[src/rtl/rv_pkg.sv]
// rtl/rv_pkg.sv - shared write-mode and register-file state encodings
package rv_pkg;

    localparam logic [2:0] WM_NONE = 3'd0;
    localparam logic [2:0] WM_W    = 3'd1;
    localparam logic [2:0] WM_LB   = 3'd2;
    localparam logic [2:0] WM_LH   = 3'd3;
    localparam logic [2:0] WM_LBU  = 3'd4;
    localparam logic [2:0] WM_LHU  = 3'd5;

    typedef enum logic {
        ST_CLEAR = 1'b0,
        ST_IDLE  = 1'b1
    } state_e;

    function automatic logic wm_valid(input logic [2:0] mode);
        return (mode >= WM_W) && (mode <= WM_LHU);
    endfunction

endpackage

[src/rtl/rf_load_ext.sv]
// rtl/rf_load_ext.sv - sign/zero extender for word, byte and halfword loads
module rf_load_ext
    import rv_pkg::*;
#(
    parameter int XLEN = 32
) (
    input  logic [XLEN-1:0] din,
    input  logic [2:0]      mode,
    output logic [XLEN-1:0] dout
);

    always_comb begin
        dout = '0;
        case (mode)
            WM_W:    dout = din;
            WM_LB:   dout = {{(XLEN-8){din[7]}}, din[7:0]};
            WM_LH:   dout = {{(XLEN-16){din[15]}}, din[15:0]};
            WM_LBU:  dout = {{(XLEN-8){1'b0}}, din[7:0]};
            WM_LHU:  dout = {{(XLEN-16){1'b0}}, din[15:0]};
            default: dout = '0;
        endcase
    end

endmodule

[src/rtl/regfile_sb.sv]
// rtl/regfile_sb.sv - integer register file with clear sweep and load scoreboard
module regfile_sb
    import rv_pkg::*;
#(
    parameter int XLEN   = 32,
    parameter int NREGS  = 32,
    parameter int BYPASS = 1,
    localparam int AW    = $clog2(NREGS)
) (
    input  logic            clk,
    input  logic            rst,
    input  logic [AW-1:0]   A1,
    input  logic [AW-1:0]   A2,
    input  logic [AW-1:0]   A3,
    input  logic [XLEN-1:0] WD3,
    input  logic [2:0]      WE3,
    output logic [XLEN-1:0] RD1,
    output logic [XLEN-1:0] RD2,
    input  logic            busy_set,
    input  logic [AW-1:0]   busy_addr,
    output logic            busy1,
    output logic            busy2,
    input  logic            clr_req,
    output logic            ready
);

    state_e            state_q, state_d;
    logic [AW-1:0]     cnt_q, cnt_d;
    logic              ready_q, ready_d;
    logic [NREGS-1:0]  busy_q, busy_d;
    logic [XLEN-1:0]   mem_q [NREGS];

    logic [XLEN-1:0]   ext;
    logic              wr_valid;
    logic              mem_we;
    logic [AW-1:0]     mem_waddr;
    logic [XLEN-1:0]   mem_wdata;

    rf_load_ext #(.XLEN(XLEN)) u_ext (
        .din  (WD3),
        .mode (WE3),
        .dout (ext)
    );

    assign wr_valid = (state_q == ST_IDLE) && wm_valid(WE3) && (A3 != '0);

    always_comb begin
        state_d = state_q;
        cnt_d   = cnt_q;
        ready_d = ready_q;
        busy_d  = busy_q;
        case (state_q)
            ST_CLEAR: begin
                cnt_d = cnt_q + 1'b1;
                if (cnt_q == AW'(NREGS - 1)) begin
                    state_d = ST_IDLE;
                    ready_d = 1'b1;
                end
            end
            ST_IDLE: begin
                if (clr_req) begin
                    state_d = ST_CLEAR;
                    cnt_d   = '0;
                    ready_d = 1'b0;
                    busy_d  = '0;
                end else begin
                    if (wr_valid)
                        busy_d[A3] = 1'b0;
                    // a newly issued load outranks the writeback of the previous one
                    if (busy_set && (busy_addr != '0))
                        busy_d[busy_addr] = 1'b1;
                end
            end
            default: state_d = ST_CLEAR;
        endcase
        busy_d[0] = 1'b0;
    end

    always_ff @(posedge clk or negedge rst) begin
        if (!rst) begin
            state_q <= ST_CLEAR;
            cnt_q   <= '0;
            ready_q <= 1'b0;
            busy_q  <= '0;
        end else begin
            state_q <= state_d;
            cnt_q   <= cnt_d;
            ready_q <= ready_d;
            busy_q  <= busy_d;
        end
    end

    // single write port shared by the sweep and normal writeback keeps the array RAM-shaped
    always_comb begin
        mem_we    = (state_q == ST_CLEAR) || wr_valid;
        mem_waddr = (state_q == ST_CLEAR) ? cnt_q : A3;
        mem_wdata = (state_q == ST_CLEAR) ? '0 : ext;
    end

    always_ff @(posedge clk) begin
        if (mem_we)
            mem_q[mem_waddr] <= mem_wdata;
    end

    always_comb begin
        RD1 = mem_q[A1];
        RD2 = mem_q[A2];
        if ((BYPASS != 0) && wr_valid && (A3 == A1))
            RD1 = ext;
        if ((BYPASS != 0) && wr_valid && (A3 == A2))
            RD2 = ext;
        if ((state_q != ST_IDLE) || (A1 == '0))
            RD1 = '0;
        if ((state_q != ST_IDLE) || (A2 == '0))
            RD2 = '0;
    end

    assign busy1 = busy_q[A1];
    assign busy2 = busy_q[A2];
    assign ready = ready_q;

endmodule
[config.mk]
export PLATFORM = sky130hd
export DESIGN_NAME = regfile_sb
export DESIGN_NICKNAME = d
export VERILOG_FILES = /design/src/rtl/rv_pkg.sv /design/src/rtl/rf_load_ext.sv /design/src/rtl/regfile_sb.sv
export SDC_FILE = /design/constraint.sdc
export NUM_CORES = 2
export LEC_CHECK = 0
export ABC_CLOCK_PERIOD_IN_PS = 6000
export CAP_MARGIN = 40
export CORE_MARGIN = 2
export CORE_UTILIZATION = 37
export CTS_CLUSTER_SIZE = 12
export DETAILED_ROUTE_END_ITERATION = 12
export SYNTH_ARGS = -nofsm -noshare
export SYNTH_HDL_FRONTEND = slang
export SYNTH_SLANG_ARGS = --single-unit
[constraint.sdc]
create_clock -name clk -period 6 [get_ports clk]
set_input_delay 0.9 -clock clk [delete_from_list [all_inputs] [get_ports clk]]
set_output_delay 0.9 -clock clk [all_outputs]
set_load 0.01 [all_outputs]
# Yosys cells after proc, flatten, opt, wreduce, memory -nomap -nowiden

Memory sizes are Yosys's and may differ from the RTL's.
Cells that the tools add are included.

Register bits after elaboration: 38
Bits of input ports: 59
Output and inout bits: 67
Bits in writable memories: 1,024
Word-level logic and storage cells: 74
Memories kept: 1

Order comparisons: 8
Add/sub/neg operators: 1
Muxes and demuxes: 30
Reductions and logical operators: 16
Equal/unequal tests: 10
Bitwise logic cells: 4

Memories:

| memory | words | bits a word | read ports | clocked after memory_dff | write ports | line             | source |
|---|---|---|---|---|---|---|---|
| mem_q  | 32    | 32          | 2          | 0                        | 1           | regfile_sb.sv:31 | `logic [XLEN-1:0] mem_q [NREGS];` |

Operators by type and width:

| cell                  | number |
|---|---|
| $mux W32              | 10 |
| $pmux W32 S5          | 1 |
| $and A32 B32 Y32      | 1 |
| $not A32 Y32          | 1 |
| $or A32 B32 Y32       | 1 |
| $lt A5 B6 Y1 const B  | 4 |
| $bmux W1 S5           | 2 |
| $demux W1 S5          | 2 |
| $eq A5 B5 Y1          | 2 |
| $ge A5 B1 Y1 const B  | 2 |
| $logic_not A5 Y1      | 2 |
| $mux W1               | 10 |
| $mux W5               | 2 |
| $pmux W5 S2           | 1 |
| $reduce_bool A5 Y1    | 2 |
| $logic_and A1 B1 Y1   | 8 |
| $eq A3 B2 Y1 const B  | 2 |
| $eq A3 B3 Y1 const B  | 2 |
| $add A5 B1 Y5 const B | 1 |
| $eq A5 B5 Y1 const B  | 1 |
| $ne A2 B2 Y1 const B  | 2 |
| $pmux W1 S2           | 2 |
| $eq A3 B1 Y1 const B  | 1 |
| $ge A3 B1 Y1 const B  | 1 |
| 4 further kinds       | 6 |

# Depth between registers and ports, before layout

Depth after elaboration: 12
Depth in mapped cells: 9
Gate-level depth less buffers: 5

# Hierarchy

Synthesis repeated with hierarchy kept, for this count alone.

Cell total of the unflattened synthesis: 2,948
Area, all modules: 51,456.9 µm²

Modules (own cells, without submodules):

| module      | cells an instance | times used | sequential area each (µm²) | area an instance (µm²) |
|---|---|---|---|---|
| regfile_sb  | 2,869             | 1          | 31,700.4                   | 50,857.5 |
| rf_load_ext | 79                | 1          | 0.0                        | 599.3 |

# Worst setup path before layout

Ideal clock, no wire load.

Kind: input-to-reg
Start point: in WE3[2]
End point: mem mem_q[11][0] (enable)
Stages: 5
Library setup time: 421 ps
Data arrival time: 3,338 ps
Buffers on the path: 1
Setup slack: 2,241 ps
Data required time: 5,579 ps
Cell sequence: buf_2 a21bo_2 nor4_2 nor2_1 nor2_1

Longest elaborated chain between the ends: 7
Elaborated cells on any way between the ends: 8
Classes of those cells: 2 x order compare; 2 x mux; 4 x reduce/logical

Ends and longest elaborated chain:

| element                                      | line              | source |
|---|---|---|
| start: declaration                           | regfile_sb.sv:16  | `input logic [2:0] WE3,` |
| $ge A3 B1 Y1 or $le A3 B3 Y1 (tied branches) | rv_pkg.sv:17      | `return (mode >= WM_W) && (mode <= WM_LHU);` |
| $logic_and A1 B1 Y1 (*)                      | rv_pkg.sv:17      |  |
| $logic_and A1 B1 Y1 (*) (2 in a row)         | regfile_sb.sv:45  | `assign wr_valid = (state_q == ST_IDLE) && wm_valid(WE3) && (A3 != '0);` |
| $logic_or A1 B1 Y1 (*)                       | regfile_sb.sv:95  | `mem_we = (state_q == ST_CLEAR) \|\| wr_valid;` |
| $mux W1 (*)                                  | regfile_sb.sv:101 | `if (mem_we)` |
| $mux W1 (implied by the code) (*)            | regfile_sb.sv:102 | `mem_q[mem_waddr] <= mem_wdata;` |
| end: declaration                             | regfile_sb.sv:31  |  |

Mark *: on every way between the ends. The rest lies on a longest branch, timed or not.

# Worst setup path in the final report

Start point: in WE3[0]
End point: out RD2[13]

Longest elaborated chain between the ends: 7
Elaborated cells on any way between the ends: 14
Classes of those cells: 2 x order compare; 5 x eq/ne; 3 x mux; 4 x reduce/logical

Ends and longest elaborated chain:

| element                                      | line              | source |
|---|---|---|
| $ge A3 B1 Y1 or $le A3 B3 Y1 (tied branches) | rv_pkg.sv:17      |  |
| $logic_and A1 B1 Y1                          | rv_pkg.sv:17      |  |
| $logic_and A1 B1 Y1 (2 in a row)             | regfile_sb.sv:45  |  |
| $logic_and A1 B1 Y1                          | regfile_sb.sv:110 | `if ((BYPASS != 0) && wr_valid && (A3 == A2))` |
| $mux W32 (*)                                 | regfile_sb.sv:110 |  |
| $mux W32 (*)                                 | regfile_sb.sv:114 | `if ((state_q != ST_IDLE) \|\| (A2 == '0))` |
| end: declaration                             | regfile_sb.sv:18  | `output logic [XLEN-1:0] RD2,` |

Marked as above.

==> impl_results.md <==
* Sw Ratio at 28.13%
* Slew Viols, Final at 0
* Final Worst Setup Slack at 0.5788 ns
* PostCTS Resize Cnt at 0
* WP data arrival at 4.52 ns
* Most numerous cell in the Yosys netlist: edfxtp_1
* Pwr/cell area at 333.2 mW/mm^2
* Setup crit end kind: output pin
* Largest area contributor in the netlist: edfxtp_1
* # clock sinks at 1062
* Antenna-violating nets left at 0
* Synth top area share at 60.43%
* CTS Buf Count at 111
* DP Wirelength at 105.1 mm
* Vias per cell at 6.317
* Final Critical Period at 5.421 ns
* Pint at 14.20 mW
* First-pass GRT wire length at 232.3 mm
* Fmax at 184.5 MHz
* IO Port Bufs at 125
* R2R Setup Slk at 2.54 ns
* CTS tree: yes
* Synth top cells by count: edfxtp_1 (1024), mux4_2 (409), mux2i_1 (202)
* Startpoint Class: primary input
* Status: finished clean
* Final WL at 164.3 mm
* Clock latency on the worst-skew pair at 0.73 ns
* CTS Hold Bufs at 0
* # fillers at 11810
* MaxCap Viol Count at 0
* DRT iter0 DRCs at 4187
* CTS root buffer: clkbuf_16
* Peak supply drop at 0.0002486 V
* Fin crit share at 90.35%
* Placement Setup Slack at 0.7176 ns
* Routed wire length per instance at 32.68 um
* DR DRC count at 0
* Final net count at 3213
* Setup TNS at 0 ns
* Row cnt at 136
* Area Overhead vs Synth at 16.57%
* Yosys reg bits at 1062
* Clock network fraction of total power at 33.5%
* CORE AREA at 0.1370 sq mm
* Comb pwr share at 18.9%
* Synth area leaders: edfxtp_1 (60%), mux4_2 (18%), mux2i_1 (4.0%)
* DR vias at 31760
* Max_slew headroom at 38.05%
* Setup-failing EPs final at 0
* Setup repair after global routing missed its margin: false
* Drt first pass iters at 6
* Total number of H-tree levels at 3
* Synth Flop Type: edfxtp_1
* Footprint of the multi-input gates at 0.01830 sq mm
* Worst flop-to-flop path endpoint: mem_q[8][18]
* Synth warnings at 0
* Netlist cell types at 62
* Worst Skew at 0.03385 ns
* Layout cell share with drive strength beyond 1 at 28.98%
* Largest net degree at the start of global routing at 80
* CP max FO at 21
* Die width at 374.8 um
* Initial Util at 37.15%
* Final Hold Viols at 0
* Critical register-to-register path startpoint: state_q
* Die area at 0.1405 sq mm
* Leakage at 19.65 nW
* Worst r2r path cells at 7
* Crit path kind: primary input to output pin
* Die span in y at 374.8 um
* Cell Area, Synth at 0.05088 sq mm
* Syn Nets at 2998
* Number of synthesized flops with an enable pin at 1024
* Avg Synthesized Cell Area at 17.32 sq um
* Sequential share of power at 47.5%
* Initial antenna violation count at 6
* Gr usage total at 23.09%
* Asr flop ratio synth at 3.578%
* Grt ovf at 0
* I/O pin count at 126
* Slew @ Worst Pin at 0.9271 ns
* Final Power at 19.76 mW
* Sw Pwr at 5.558 mW
* WP data required at 5.10 ns
* Seq/Total Area, Yosys at 62.30%
* Synth Instances at 2937
* Max Root-Sink Buffers at 3
* Hold Path Class: primary input to async pin
* Postcts setup bufs at 0
* Clock transition at path regs at 0.06 ns
* GPL Wtd Cong at 0.8649
* FF/Latch Area at 0.03170 sq mm
* Vias in the first global route at 31530
[layout by cell type, fill, tap and decap left out, drive strengths merged, types with 5 or more instances in the layout]
cell / n
a21oi: 91
a22oi: 69
clkinv: 40
nand4: 12
buf: 225
inv: 14
a32o: 29
mux2i: 202
nor3: 6
or4: 7
nor2b: 17
a211oi: 29
o31ai: 25
a31oi: 21
mux2: 111
bufinv: 8
o21ai: 69
a221oi: 20
o22ai: 96
mux4: 409
nand3b: 6
o32ai: 5
clkdlybuf4s50: 114
dfrtp: 38
nand2: 134
a311oi: 12
edfxtp: 1024
nor2: 80
nand3: 39
and2: 28
nand2b: 10
a22o: 27
clkbuf: 141
o221ai: 15
xor2: 11
and3: 7
o311ai: 9
[power by group through the flow]
| stage | sequential [mW] | clock (mW) | combinational (mW) |
|---|---|---|---|
| after floorplan | 9.51 | 0 | 1.97 |
| after global placement | 9.53 | 0 | 3.64 |
| after detailed placement | 9.54 | 0 | 3.71 |
| after CTS | 9.39 | 6.71 | 3.72 |
| after global routing | 9.47 | 6.97 | 3.89 |
| final | 9.39 | 6.63 | 3.74 |
[critical path, stage by stage]
cell and delay (ns):
clkdlybuf4s50_1 0.59, nor3_2 0.43, nor2_1 0.09, buf_4 0.24, nand3_1 0.13, buf_4 0.25
nand2b_1 0.49, buf_4 0.40, o32ai_1 0.36, clkdlybuf4s50_1 0.61
[cell type report]
type,count,share of cell area (%)
inverters,9,0.05695
flip-flops and latches,1062,53.45
diodes,1,0.004219
clock buffers,141,4.945
well taps,1794,3.784
repair buffers,339,6.155
multi-input cells,1629,30.85
clock inverters,53,0.7615
[registers in the layout, indices dropped and copies added (netlist names)]
name and count:
mem_q 1024, busy_q 31, cnt_q 5, ready 1
state_q 1
[per-layer routing]
metal  routed length, um  up-vias  GRT usage [%]
li1                    -    12880              -
met1               65050    16800          31.55
met2               77070     1747          36.66
met3               16940      329          5.054
met4                5257        2          7.737
met5                   7        -              0
[worst max-delay path by stage]
| stage | startpoint | end | slack [ns] | depth (start not counted) |
|---|---|---|---|---|
| floorplan | WE3[2] | mem_q[11][0] | 2.24 | 5 |
| global placement | WE3[0] | RD2[15] | 0.78 | 10 |
| detailed placement | WE3[0] | RD2[11] | 0.72 | 10 |
| CTS | WE3[0] | RD2[11] | 0.68 | 10 |
| global route | WE3[0] | RD2[9] | 0.55 | 10 |
| finish | WE3[0] | RD2[13] | 0.58 | 10 |
[cells by family (layout without fill, tap and decap cells)]
kind of cell / after synthesis / in the layout / synth area share, %
and+or+nand+nor: 358 / 358 / 3.381
AOI/OAI and AO/OA: 535 / 535 / 7.227
adders and majority gates: 2 / 2 / 0.04917
DFF: 1062 / 1062 / 62.30
xor gates and xnor gates: 12 / 12 / 0.2066
buffers and inverters: 246 / 542 / 2.302
other: 0 / 1 / 0
muxes: 722 / 722 / 24.53
[metrics by stage]
stage | utilization [%] | area (sq um) | instances | hold WS (ns)
global placement | 40.34 | 55260 | 4799 | 0.5025
detailed placement | 40.83 | 55930 | 4833 | 0.5132
global route | 43.30 | 59310 | 5027 | 0.04787
finish | 43.30 | 59310 | 5028 | 0.05563
CTS | 43.30 | 59310 | 5027 | 0.01774
floorplan | - | 50880 | 2937 | 0.4769
No activity file was read; power rests on OpenSTA's default activity.
